==> src/rtl/song_player_if.sv <==
// Song ROM read bus between the player and a synchronous song ROM.
// The player drives the address; the ROM returns data one clock later.
interface song_player_if;
  logic [7:0] rom_addr;
  logic [7:0] rom_data;

  modport master (
    output rom_addr,
    input  rom_data
  );

  modport slave (
    input  rom_addr,
    output rom_data
  );
endinterface

==> src/rtl/song_player.sv <==
// Song sequencer: walks a 64-entry song in ROM, times each note and gap,
// and handles auto-play enable, pause and previous/next song buttons.
module song_player #(
  parameter int UNIT_CYCLES = 12_500_000,
  parameter int GAP_CYCLES  = 1_000_000,
  parameter int SONG_NUM    = 4
) (
  input  logic        clk,
  input  logic        rst,
  input  logic        en,
  input  logic        btn_prev,
  input  logic        btn_pause,
  input  logic        btn_next,
  song_player_if.master rom,
  output logic [3:0]  note,
  output logic        note_valid,
  output logic [1:0]  song_idx,
  output logic        playing,
  output logic [6:0]  led
);

  typedef enum logic [2:0] {
    S_IDLE,
    S_FETCH,
    S_WAIT,
    S_PLAY,
    S_GAP,
    S_PAUSE,
    S_END
  } state_t;

  localparam logic [31:0] UNIT_W = 32'(UNIT_CYCLES);
  localparam logic [31:0] GAP_W  = 32'(GAP_CYCLES);
  localparam logic [1:0]  LAST   = 2'(SONG_NUM - 1);

  state_t      state_q;
  state_t      ret_q;
  logic [1:0]  song_q;
  logic [5:0]  off_q;
  logic [3:0]  note_q;
  logic        nv_q;
  logic [31:0] cnt_q;
  logic [2:0]  btn_q;
  logic        armed_q;

  logic [2:0]  rise;
  logic        prv_e;
  logic        pau_e;
  logic        nxt_e;
  logic [1:0]  song_d;
  logic [3:0]  dur;
  logic [31:0] load_d;
  logic [3:0]  nm1;
  logic [2:0]  led_idx;

  // armed_q masks the first sample so a button held through reset is no edge
  assign rise  = {btn_prev, btn_pause, btn_next} & ~btn_q & {3{armed_q}};
  assign prv_e = rise[2];
  assign pau_e = rise[1];
  assign nxt_e = rise[0];

  assign dur    = rom.rom_data[7:4];
  assign load_d = 32'(dur) * UNIT_W;

  always_comb begin
    song_d = song_q;
    if (nxt_e) begin
      song_d = (song_q == LAST) ? 2'd0 : song_q + 2'd1;
    end else if (prv_e) begin
      song_d = (song_q == 2'd0) ? LAST : song_q - 2'd1;
    end
  end

  always_ff @(posedge clk or posedge rst) begin
    if (rst) begin
      state_q <= S_IDLE;
      ret_q   <= S_PLAY;
      song_q  <= 2'd0;
      off_q   <= 6'd0;
      note_q  <= 4'd0;
      nv_q    <= 1'b0;
      cnt_q   <= 32'd0;
      btn_q   <= 3'b000;
      armed_q <= 1'b0;
    end else begin
      btn_q   <= {btn_prev, btn_pause, btn_next};
      armed_q <= 1'b1;
      if (!en) begin
        state_q <= S_IDLE;
        off_q   <= 6'd0;
        note_q  <= 4'd0;
        nv_q    <= 1'b0;
        cnt_q   <= 32'd0;
      end else if (state_q != S_IDLE && (nxt_e || prv_e)) begin
        state_q <= S_FETCH;
        song_q  <= song_d;
        off_q   <= 6'd0;
        note_q  <= 4'd0;
        nv_q    <= 1'b0;
        cnt_q   <= 32'd0;
      end else begin
        case (state_q)
          S_IDLE: begin
            state_q <= S_FETCH;
            off_q   <= 6'd0;
          end
          S_FETCH: begin
            state_q <= S_WAIT;
          end
          S_WAIT: begin
            if (dur == 4'd0) begin
              state_q <= S_END;
              note_q  <= 4'd0;
              nv_q    <= 1'b0;
            end else begin
              state_q <= S_PLAY;
              note_q  <= rom.rom_data[3:0];
              nv_q    <= (rom.rom_data[3:0] != 4'd0);
              cnt_q   <= load_d;
            end
          end
          S_PLAY: begin
            // the cycle ending in a pause edge still counts as played
            if (pau_e) begin
              state_q <= S_PAUSE;
              nv_q    <= 1'b0;
              if (cnt_q == 32'd1) begin
                ret_q <= S_GAP;
                cnt_q <= GAP_W;
              end else begin
                ret_q <= S_PLAY;
                cnt_q <= cnt_q - 32'd1;
              end
            end else if (cnt_q == 32'd1) begin
              state_q <= S_GAP;
              nv_q    <= 1'b0;
              cnt_q   <= GAP_W;
            end else begin
              cnt_q <= cnt_q - 32'd1;
            end
          end
          S_GAP: begin
            if (cnt_q == 32'd1) begin
              cnt_q <= 32'd0;
              if (off_q == 6'd63) begin
                state_q <= S_END;
                note_q  <= 4'd0;
              end else begin
                state_q <= S_FETCH;
                off_q   <= off_q + 6'd1;
              end
            end else if (pau_e) begin
              state_q <= S_PAUSE;
              ret_q   <= S_GAP;
              cnt_q   <= cnt_q - 32'd1;
            end else begin
              cnt_q <= cnt_q - 32'd1;
            end
          end
          S_PAUSE: begin
            if (pau_e) begin
              state_q <= ret_q;
              nv_q    <= (ret_q == S_PLAY) && (note_q != 4'd0);
            end
          end
          S_END: begin
            note_q <= 4'd0;
            nv_q   <= 1'b0;
          end
          default: begin
            state_q <= S_IDLE;
            nv_q    <= 1'b0;
          end
        endcase
      end
    end
  end

  assign rom.rom_addr = {song_q, off_q};
  assign note         = note_q;
  assign note_valid   = nv_q;
  assign song_idx     = song_q;
  assign playing      = (state_q == S_FETCH) || (state_q == S_WAIT) ||
                        (state_q == S_PLAY)  || (state_q == S_GAP);

  assign nm1     = note_q - 4'd1;
  assign led_idx = 3'(nm1 % 4'd7);

  always_comb begin
    led = 7'd0;
    if (nv_q) begin
      led = 7'd1 << led_idx;
    end
  end

endmodule

==> src/flat_wrapper.sv <==
// flat-port wrapper written by rule: the top's interface ports become plain ports
module song_player_flat 
#(
  parameter int UNIT_CYCLES = 12_500_000,
  parameter int GAP_CYCLES  = 1_000_000,
  parameter int SONG_NUM    = 4
)
  (clk, rst, en, btn_prev, btn_pause, btn_next, note, note_valid, song_idx, playing, led, rom_rom_addr, rom_rom_data);
  song_player_if rom_i ();
  input  logic clk;
  input  logic rst;
  input  logic en;
  input  logic btn_prev;
  input  logic btn_pause;
  input  logic btn_next;
  output logic [3:0] note;
  output logic note_valid;
  output logic [1:0] song_idx;
  output logic playing;
  output logic [6:0] led;
  output wire logic [$bits(rom_i.rom_addr)-1:0] rom_rom_addr;
  input wire logic [$bits(rom_i.rom_data)-1:0] rom_rom_data;
  assign rom_rom_addr = rom_i.rom_addr;
  assign rom_i.rom_data = rom_rom_data;
  song_player #(.UNIT_CYCLES(UNIT_CYCLES), .GAP_CYCLES(GAP_CYCLES), .SONG_NUM(SONG_NUM)) u_core (.clk(clk), .rst(rst), .en(en), .btn_prev(btn_prev), .btn_pause(btn_pause), .btn_next(btn_next), .rom(rom_i), .note(note), .note_valid(note_valid), .song_idx(song_idx), .playing(playing), .led(led));
endmodule
==> config.mk <==
export PLATFORM = sky130hd
export DESIGN_NAME = song_player_flat
export DESIGN_NICKNAME = d
export VERILOG_FILES = /design/src/rtl/song_player_if.sv /design/src/rtl/song_player.sv /design/src/flat_wrapper.sv
export SDC_FILE = /design/constraint.sdc
export NUM_CORES = 1
export LEC_CHECK = 0
export CORE_MARGIN = 8
export CORE_UTILIZATION = 65
export CTS_BUF_LIST = sky130_fd_sc_hd__clkbuf_16
export CTS_CLUSTER_SIZE = 28
export DETAILED_ROUTE_END_ITERATION = 8
export GPL_TIMING_DRIVEN = 0
export PLACE_DENSITY = 0.87
export SLEW_MARGIN = 20
export SYNTH_ARGS = -nofsm -noshare
export SYNTH_HDL_FRONTEND = slang
export SYNTH_SLANG_ARGS = --single-unit
==> constraint.sdc <==
create_clock -name clk -period 10.09 [get_ports clk]
set_input_delay 2.5225 -clock clk [delete_from_list [all_inputs] [get_ports clk]]
set_output_delay 2.5225 -clock clk [all_outputs]
set_load 0.005 [all_outputs]
==> impl_metrics.py, run 1 <==
metrics = {
    "logic_synthesis": {
        "netlist.top_cell.by_area": "sky130_fd_sc_hd__dfrtp_1",
        "postSynth.asyncResetShare_pct": 100,
        "synthesis.nets": 622,
        "synthDominantCellAreaShare_pct": 27.3,
        "yosysUniqueCellTypes": 86,
        "synth.area.top_cells": "sky130_fd_sc_hd__dfrtp_1 27%, sky130_fd_sc_hd__ha_1 8.8%, sky130_fd_sc_hd__o21ai_0 4.6%",
        "synth.ff_latch_count": 54,
        "postSynthCellCount": 566,
        "yosys_warnings": 0,
        "synth.avg_cell_area_sq_um": 8.57,
        "synth_edf_count": 0,
        "seq_area_frac_synth_pct": 27.9,
        "synth_ff_type": "sky130_fd_sc_hd__dfrtp_1",
        "mappedNetlistArea_sq_mm": 0.00485,
    },
    "global_routing": {
        "grt_first_pass_wirelength_um": 23100,
        "grt_total_ovfl": 0,
        "grt_start_max_net_pins": 55,
        "grt_pass1_vias": 4630,
        "grt_antenna_before_repair": 0,
        "grt_util_all_layers_pct": 27.7,
    },
    "cells_and_area": {
        "layout-drive-gt1-share_pct": 7.72,
        "antenna_cells": 0,
        "synthesis_to_layout_area_growth_pct": 13.4,
        "fillers": 548,
        "multiInputGateArea_sq_mm": 0.00327,
        "layout.area.seq_sq_mm": 0.00135,
        "postLayoutCellArea_sq_mm": 0.00550,
        "final_cells": 708,
        "nets_final": 664,
    },
    "pwr": {
        "powerDensity_mw_per_mm2": 328,
        "p_leak_nw": 2.40,
        "power_mw": 1.81,
        "worst_ir_drop_vdd_v": 0.000132,
    },
    "sta": {
        "totalNegativeSetupSlack_ns": 0,
        "finalWorstPathRequiredPeriod_ns": 6.75,
        "grt_setup_unrepaired": "no",
        "report.final.hold_viol_count": 0,
        "fmax_mhz": 148,
        "min_period_over_period_pct": 66.9,
        "final_max_slew_viol_count": 0,
        "setup_viol": 0,
        "clock_skew_after_layout_ns": 0.00463,
        "worstMarginPinSlew_ns": 0.934,
        "holdWs_ns": 0.525,
        "maxSlewHeadroom_pct": 37.5,
    },
    "detailed_routing": {
        "met3_length_um": 1210,
        "totalWireLength_um": 13900,
        "drtIter0Drc": 654,
        "postRouteAntennaNets": 0,
        "vias": 4783,
        "top_layer_used": "met4",
        "wl_met2_um": 6680,
        "drtPass1Iterations": 6,
        "avgRoutedWirePerCell_um": 19.7,
        "wl_met1_um": 5610,
        "vias_per_cell": 6.76,
        "post-route-drc-count": 0,
    },
    "clocking": {
        "htree_levels": 2,
        "clockBufferDepth": 2,
        "ctsHoldBuffers": 0,
        "clk_transition_reported_paths_ns": 0.08,
        "tritoncts": "yes",
        "worstSkewPairLatency_ns": 0.30,
        "numClockSinks": 54,
        "postCtsSetupBuffers": 0,
        "root_buffer": "sky130_fd_sc_hd__clkbuf_16",
        "post_cts_resized": 0,
        "cts_inserted_buffers": 5,
    },
    "job": {
        "drv.max_cap_violation_count": 0,
    },
    "critical_path": {
        "regToRegEndpoint": "u_core.cnt_q[19]",
        "cp-start-kind": "flip-flop",
        "worstReg2RegStart": "u_core.cnt_q[20]",
        "regToRegSetupSlack_ns": 7.29,
        "critPathKind": "flip-flop to output port",
        "crit_arrival_ns": 4.22,
        "worst-endpoint-required_ns": 7.57,
        "reg2regPathDepth": 6,
        "timing.critical_path.fanout_max": 7,
        "worst_setup_path_end_kind": "output port",
    },
    "hold_path": {
        "hold_path_class": "flip-flop to flip-flop",
        "min_path_cells": 1,
        "min_from": "u_core.cnt_q[31]",
        "min_to": "u_core.cnt_q[31]",
    },
    "floorplanning": {
        "core-area_sq_mm": 0.00725,
        "floorplan.die.height_um": 102,
        "start_util_pct": 66.9,
        "die_x_um": 102,
        "fp.dieArea_sq_mm": 0.0105,
        "ioPinCount": 37,
        "std_cell_rows": 31,
    },
    "placed_design": {
        "port_buffers": 35,
        "dpl.hpwl_um": 10600,
        "placedInstanceArea_sq_mm": 0.00533,
        "placed_cells_incl_taps": 700,
        "place.gp.congestion": 0.981,
    },
    "status": {
        "status": "complete, no violations",
    },
}
[flip-flops by register name (all words and copies together) (netlist names)]
signal,cells
u_core.off_q,6
u_core.armed_q,1
u_core.cnt_q,32
u_core.note_valid,1
u_core.btn_q,3
u_core.state_q,3
u_core.ret_q,2
u_core.song_idx,2
u_core.note,4
[worst max-delay path: stages, from the launching register on]
cell                              delay, ns
sky130_fd_sc_hd__dfrtp_1               0.37
sky130_fd_sc_hd__clkbuf_1              0.29
sky130_fd_sc_hd__inv_1                 0.08
sky130_fd_sc_hd__ha_1                  0.23
sky130_fd_sc_hd__xor2_1                0.33
sky130_fd_sc_hd__ha_1                  0.22
sky130_fd_sc_hd__ha_1                  0.25
sky130_fd_sc_hd__a31oi_1               0.08
sky130_fd_sc_hd__xnor2_1               0.23
sky130_fd_sc_hd__ha_1                  0.29
sky130_fd_sc_hd__inv_1                 0.10
sky130_fd_sc_hd__o21ai_0               0.22
sky130_fd_sc_hd__mux2i_1               0.50
sky130_fd_sc_hd__and3_1                0.24
sky130_fd_sc_hd__clkdlybuf4s50_1       0.50
[power by group]
part           internal [mW]  switching (mW)  total [mW]
clock                  0.119          0.0877       0.206
sequential             0.286          0.0836       0.370
combinational          0.474           0.756        1.23
total                  0.879           0.927        1.81
[cell families (layout without fill, tap and decap cells)]
logic type | Yosys count | after routing | share of synthesized area [%]
AND/OR/NAND/NOR | 203 | 203 | 23.8
AO/OA/AOI/OAI | 178 | 178 | 25.4
buffers and inverters | 55 | 98 | 4.69
flip-flops | 54 | 54 | 27.9
adder cells (fa/ha/maj) | 42 | 42 | 12.1
XOR/XNOR | 27 | 27 | 4.87
multiplexers | 6 | 6 | 1.24
other | 1 | 1 | 0.0773
[synth_stat cells (4+ instances only)]
| cell | number |
|---|---|
| sky130_fd_sc_hd__a21o_1 | 11 |
| sky130_fd_sc_hd__a21oi_1 | 38 |
| sky130_fd_sc_hd__a221o_1 | 8 |
| sky130_fd_sc_hd__a31oi_1 | 9 |
| sky130_fd_sc_hd__and2_1 | 6 |
| sky130_fd_sc_hd__and3_1 | 9 |
| sky130_fd_sc_hd__buf_2 | 6 |
| sky130_fd_sc_hd__clkbuf_1 | 14 |
| sky130_fd_sc_hd__dfrtp_1 | 53 |
| sky130_fd_sc_hd__fa_1 | 8 |
| sky130_fd_sc_hd__ha_1 | 34 |
| sky130_fd_sc_hd__inv_1 | 29 |
| sky130_fd_sc_hd__mux2i_1 | 6 |
| sky130_fd_sc_hd__nand2_1 | 46 |
| sky130_fd_sc_hd__nand3_1 | 14 |
| sky130_fd_sc_hd__nand3b_1 | 6 |
| sky130_fd_sc_hd__nand4_1 | 5 |
| sky130_fd_sc_hd__nor2_1 | 33 |
| sky130_fd_sc_hd__nor2b_1 | 6 |
| sky130_fd_sc_hd__nor3_1 | 22 |
| sky130_fd_sc_hd__nor3_2 | 6 |
| sky130_fd_sc_hd__nor3b_1 | 5 |
| sky130_fd_sc_hd__nor4_1 | 12 |
| sky130_fd_sc_hd__o211ai_1 | 7 |
| sky130_fd_sc_hd__o21ai_0 | 45 |
| sky130_fd_sc_hd__o31ai_1 | 4 |
| sky130_fd_sc_hd__or3_1 | 6 |
| sky130_fd_sc_hd__xnor2_1 | 19 |
| sky130_fd_sc_hd__xor2_1 | 8 |
[layout by cell type (no fill, tap or decap), drive strengths merged, types with 4 or more instances in the layout]
master / count
dfrtp: 53
or3: 6
nand2: 46
inv: 31
fa: 8
a21oi: 38
a221o: 8
nand4: 6
o31ai: 4
and2: 7
nor3: 29
nor3b: 6
a31oi: 9
mux2i: 6
a21o: 11
nand3: 15
o21bai: 4
o211ai: 7
nor2b: 6
xnor2: 19
clkbuf: 21
clkdlybuf4s50: 35
xor2: 8
and3: 10
ha: 34
nor2: 34
buf: 9
nor4: 13
o21ai: 48
nand3b: 6
[cell type report]
| type | instances | share of cell area (%) |
|---|---|---|
| buffer | 25 | 2.09 |
| clock buffer | 5 | 2.27 |
| clock inverter | 3 | 0.864 |
| inverter | 30 | 2.09 |
| multi-input combinational | 457 | 59.5 |
| sequential | 54 | 24.6 |
| tap | 99 | 2.25 |
| timing repair buffer | 35 | 6.37 |
[routing by layer]
layer,up-vias,GRT usage [%]
met2,260,45.3
met3,46,4.77
met5,-,0
met4,0,10.7
li1,2200,-
met1,2277,35.5
[how the worst max path moves through the flow]
stage	startpoint	end	slack, ns	cells past startpoint
global route	rom_rom_data[6]	u_core.cnt_q[24]	3.00	12
finish	u_core.note[0]	led[4]	3.34	14
CTS	u_core.note[0]	led[4]	3.36	14
floorplan	rom_rom_data[5]	u_core.cnt_q[24]	4.42	11
detailed placement	rom_rom_data[6]	u_core.cnt_q[24]	3.12	12
global placement	rom_rom_data[6]	u_core.cnt_q[24]	3.19	12
[metrics by stage]
step | util (%) | setup slack [ns]
6_report | 75.8 | 3.34
5_1_grt | 75.8 | 3.00
4_1_cts | 75.8 | 3.36
3_5_place_dp | 73.5 | 3.12
3_3_place_gp | 73.4 | 3.19
2_1_floorplan | - | 4.42
Note: power is estimated with default switching activity, not from simulation.
==> run 2, diff against run 1 <==
Settings changed: CORE_UTILIZATION 65 to 60, PLACE_DENSITY 0.87 to 0.82.
Clock period 10.09 ns to 6.61 ns, I/O delays scaled along.
==> impl_metrics.py, run 2 (synthesis gave the netlist of run 1 again) <==
metrics = {
    "status": {
        "status": "complete, no violations",
    },
    "critical_path": {
        "crit_arrival_ns": 4.19,
        "regToRegSetupSlack_ns": 3.84,
        "worst-endpoint-required_ns": 4.96,
        "cp-start-kind": "flip-flop",
        "worst_setup_path_end_kind": "output port",
        "timing.critical_path.fanout_max": 7,
        "critPathKind": "flip-flop to output port",
    },
    "cells_and_area": {
        "layout_commonest_cell": "sky130_fd_sc_hd__dfrtp_1",
        "nets_final": 664,
        "synthesis_to_layout_area_growth_pct": 12.9,
        "postLayoutCellArea_sq_mm": 0.00548,
        "layout_common_cells": "53 x sky130_fd_sc_hd__dfrtp_1, 46 x sky130_fd_sc_hd__nand2_1, 45 x sky130_fd_sc_hd__o21ai_0, 38 x sky130_fd_sc_hd__a21oi_1, 35 x sky130_fd_sc_hd__clkdlybuf4s50_1",
        "largest_reg_flops": 32,
        "regMostFlops": "u_core.cnt_q",
        "layout-drive-gt1-share_pct": 7.55,
        "antenna_cells": 0,
    },
    "floorplanning": {
        "die_x_um": 106,
        "floorplan.die.height_um": 106,
        "core-area_sq_mm": 0.00801,
        "start_util_pct": 60.6,
        "std_cell_rows": 33,
        "ioPinCount": 37,
        "fp.dieArea_sq_mm": 0.0112,
    },
    "detailed_routing": {
        "vias_per_cell": 6.61,
        "drtPass1Iterations": 5,
        "totalWireLength_um": 13400,
        "drtIter0Drc": 315,
        "vias": 4722,
        "avgRoutedWirePerCell_um": 18.8,
        "postRouteAntennaNets": 0,
        "post-route-drc-count": 0,
    },
    "pwr": {
        "seq_power_share_pct": 21.1,
        "worst_ir_drop_vdd_v": 0.000285,
        "power.net_switching_mw": 1.38,
        "p_leak_nw": 2.38,
        "switching_share_of_total_power_pct": 51.4,
        "powerDensity_mw_per_mm2": 488,
        "cellInternalPower_mw": 1.30,
        "fraction_of_power_consumed_by_the_clock_network_pct": 9.7,
        "share_comb_of_total_power_pct": 69.2,
    },
    "clocking": {
        "clk_transition_reported_paths_ns": 0.07,
        "tritoncts": "yes",
        "numClockSinks": 54,
        "worstSkewPairLatency_ns": 0.29,
        "root_buffer": "sky130_fd_sc_hd__clkbuf_16",
        "postCtsSetupBuffers": 0,
        "cts_inserted_buffers": 5,
        "post_cts_resized": 0,
        "clockBufferDepth": 2,
        "htree_levels": 2,
        "ctsHoldBuffers": 0,
    },
    "global_routing": {
        "grt_total_ovfl": 0,
        "grt_util_all_layers_pct": 23.5,
        "grt_antenna_before_repair": 0,
        "grt_pass1_vias": 4527,
        "grt_start_max_net_pins": 55,
        "grt_first_pass_wirelength_um": 22200,
    },
    "sta": {
        "maxSlewHeadroom_pct": 45.4,
        "fmax_mhz": 171,
        "worstMarginPinSlew_ns": 0.811,
        "setup_viol": 0,
        "grt_setup_unrepaired": "no",
        "min_period_over_period_pct": 88.4,
        "layout_setup_ws_ns": 0.764,
        "report.final.hold_viol_count": 0,
        "final_max_slew_viol_count": 0,
        "totalNegativeSetupSlack_ns": 0,
        "finalWorstPathRequiredPeriod_ns": 5.85,
        "clock_skew_after_layout_ns": 0.00855,
    },
    "placed_design": {
        "dpl.hpwl_um": 10400,
        "port_buffers": 35,
        "place.gp.congestion": 0.966,
        "placedInstanceArea_sq_mm": 0.00534,
        "dp_worst_setup_slack_ns": 0.708,
    },
    "job": {
        "drv.max_cap_violation_count": 0,
    },
    "hold_path": {
        "hold_path_class": "flip-flop to flip-flop",
    },
}
## run 2: cell types whose count changed in the layout (fill, tap and decap cells not counted), sizes merged
cell and delta:
bufinv -1, clkinv +1, inv -1, clkinvlp +1
## run 2: layer usage
layer  up-vias  track usage [%]  routed length, um
met5         -                0                  0
met4         0             7.84                362
met3        36             2.72                868
met2       198             40.4               6580
met1      2297             30.0               5630
li1       2191                -                  -
## run 2: area by class of cell
cell class,count,area [sq um]
multi-input combinational,457,3270
fill,677,2530
sequential,54,1350
timing repair buffer,35,350
tap,105,131
clock buffer,5,125
buffer,25,115
inverter,30,115
clock inverter,3,16.3
## run 2: path summary, 6_finish.rpt
path                                       start              end  cells after the start
worst max-delay path              u_core.note[0]           led[4]                     14
worst min-delay path             u_core.ret_q[1]  u_core.ret_q[1]                      2
worst max register to register  u_core.cnt_q[20]  u_core.off_q[1]                      6
worst min register to register   u_core.ret_q[1]  u_core.ret_q[1]                      2
max in group asynchronous                    rst  u_core.off_q[2]                      2
min in group asynchronous                    rst  u_core.cnt_q[1]                      2
## run 2: critical path: stages (launching register included)
cell	delay, ns
sky130_fd_sc_hd__dfrtp_1	0.38
sky130_fd_sc_hd__clkbuf_1	0.28
sky130_fd_sc_hd__inv_1	0.09
sky130_fd_sc_hd__ha_1	0.23
sky130_fd_sc_hd__xor2_1	0.32
sky130_fd_sc_hd__ha_1	0.22
sky130_fd_sc_hd__ha_1	0.26
sky130_fd_sc_hd__a31oi_1	0.09
sky130_fd_sc_hd__xnor2_1	0.22
sky130_fd_sc_hd__ha_1	0.27
sky130_fd_sc_hd__inv_1	0.09
sky130_fd_sc_hd__o21ai_0	0.22
sky130_fd_sc_hd__mux2i_1	0.49
sky130_fd_sc_hd__and3_1	0.24
sky130_fd_sc_hd__clkdlybuf4s50_1	0.50
## run 2: per-stage QoR
| step | utilization (%) | hold WS, ns | power (mW) | instances |
|---|---|---|---|---|
| 6_report | 68.4 | 0.532 | 2.68 | 714 |
| 5_1_grt | 68.4 | 0.558 | 2.86 | 714 |
| 4_1_cts | 68.4 | 0.521 | 2.63 | 714 |
| 3_5_place_dp | 66.6 | 0.504 | 2.37 | 706 |
| 3_3_place_gp | 66.6 | 0.505 | 2.31 | 706 |
| 2_1_floorplan | - | 0.473 | 1.89 | 566 |
## run 2: power groups by stage
| stage | Sequential [mW] | Clock (mW) | Combinational (mW) |
|---|---|---|---|
| after global routing | 0.579 | 0.270 | 2.01 |
| after CTS | 0.559 | 0.258 | 1.81 |
| final | 0.563 | 0.260 | 1.85 |
| after detailed placement | 0.564 | 0 | 1.80 |
| after floorplan | 0.534 | 0 | 1.36 |
| after global placement | 0.556 | 0 | 1.75 |
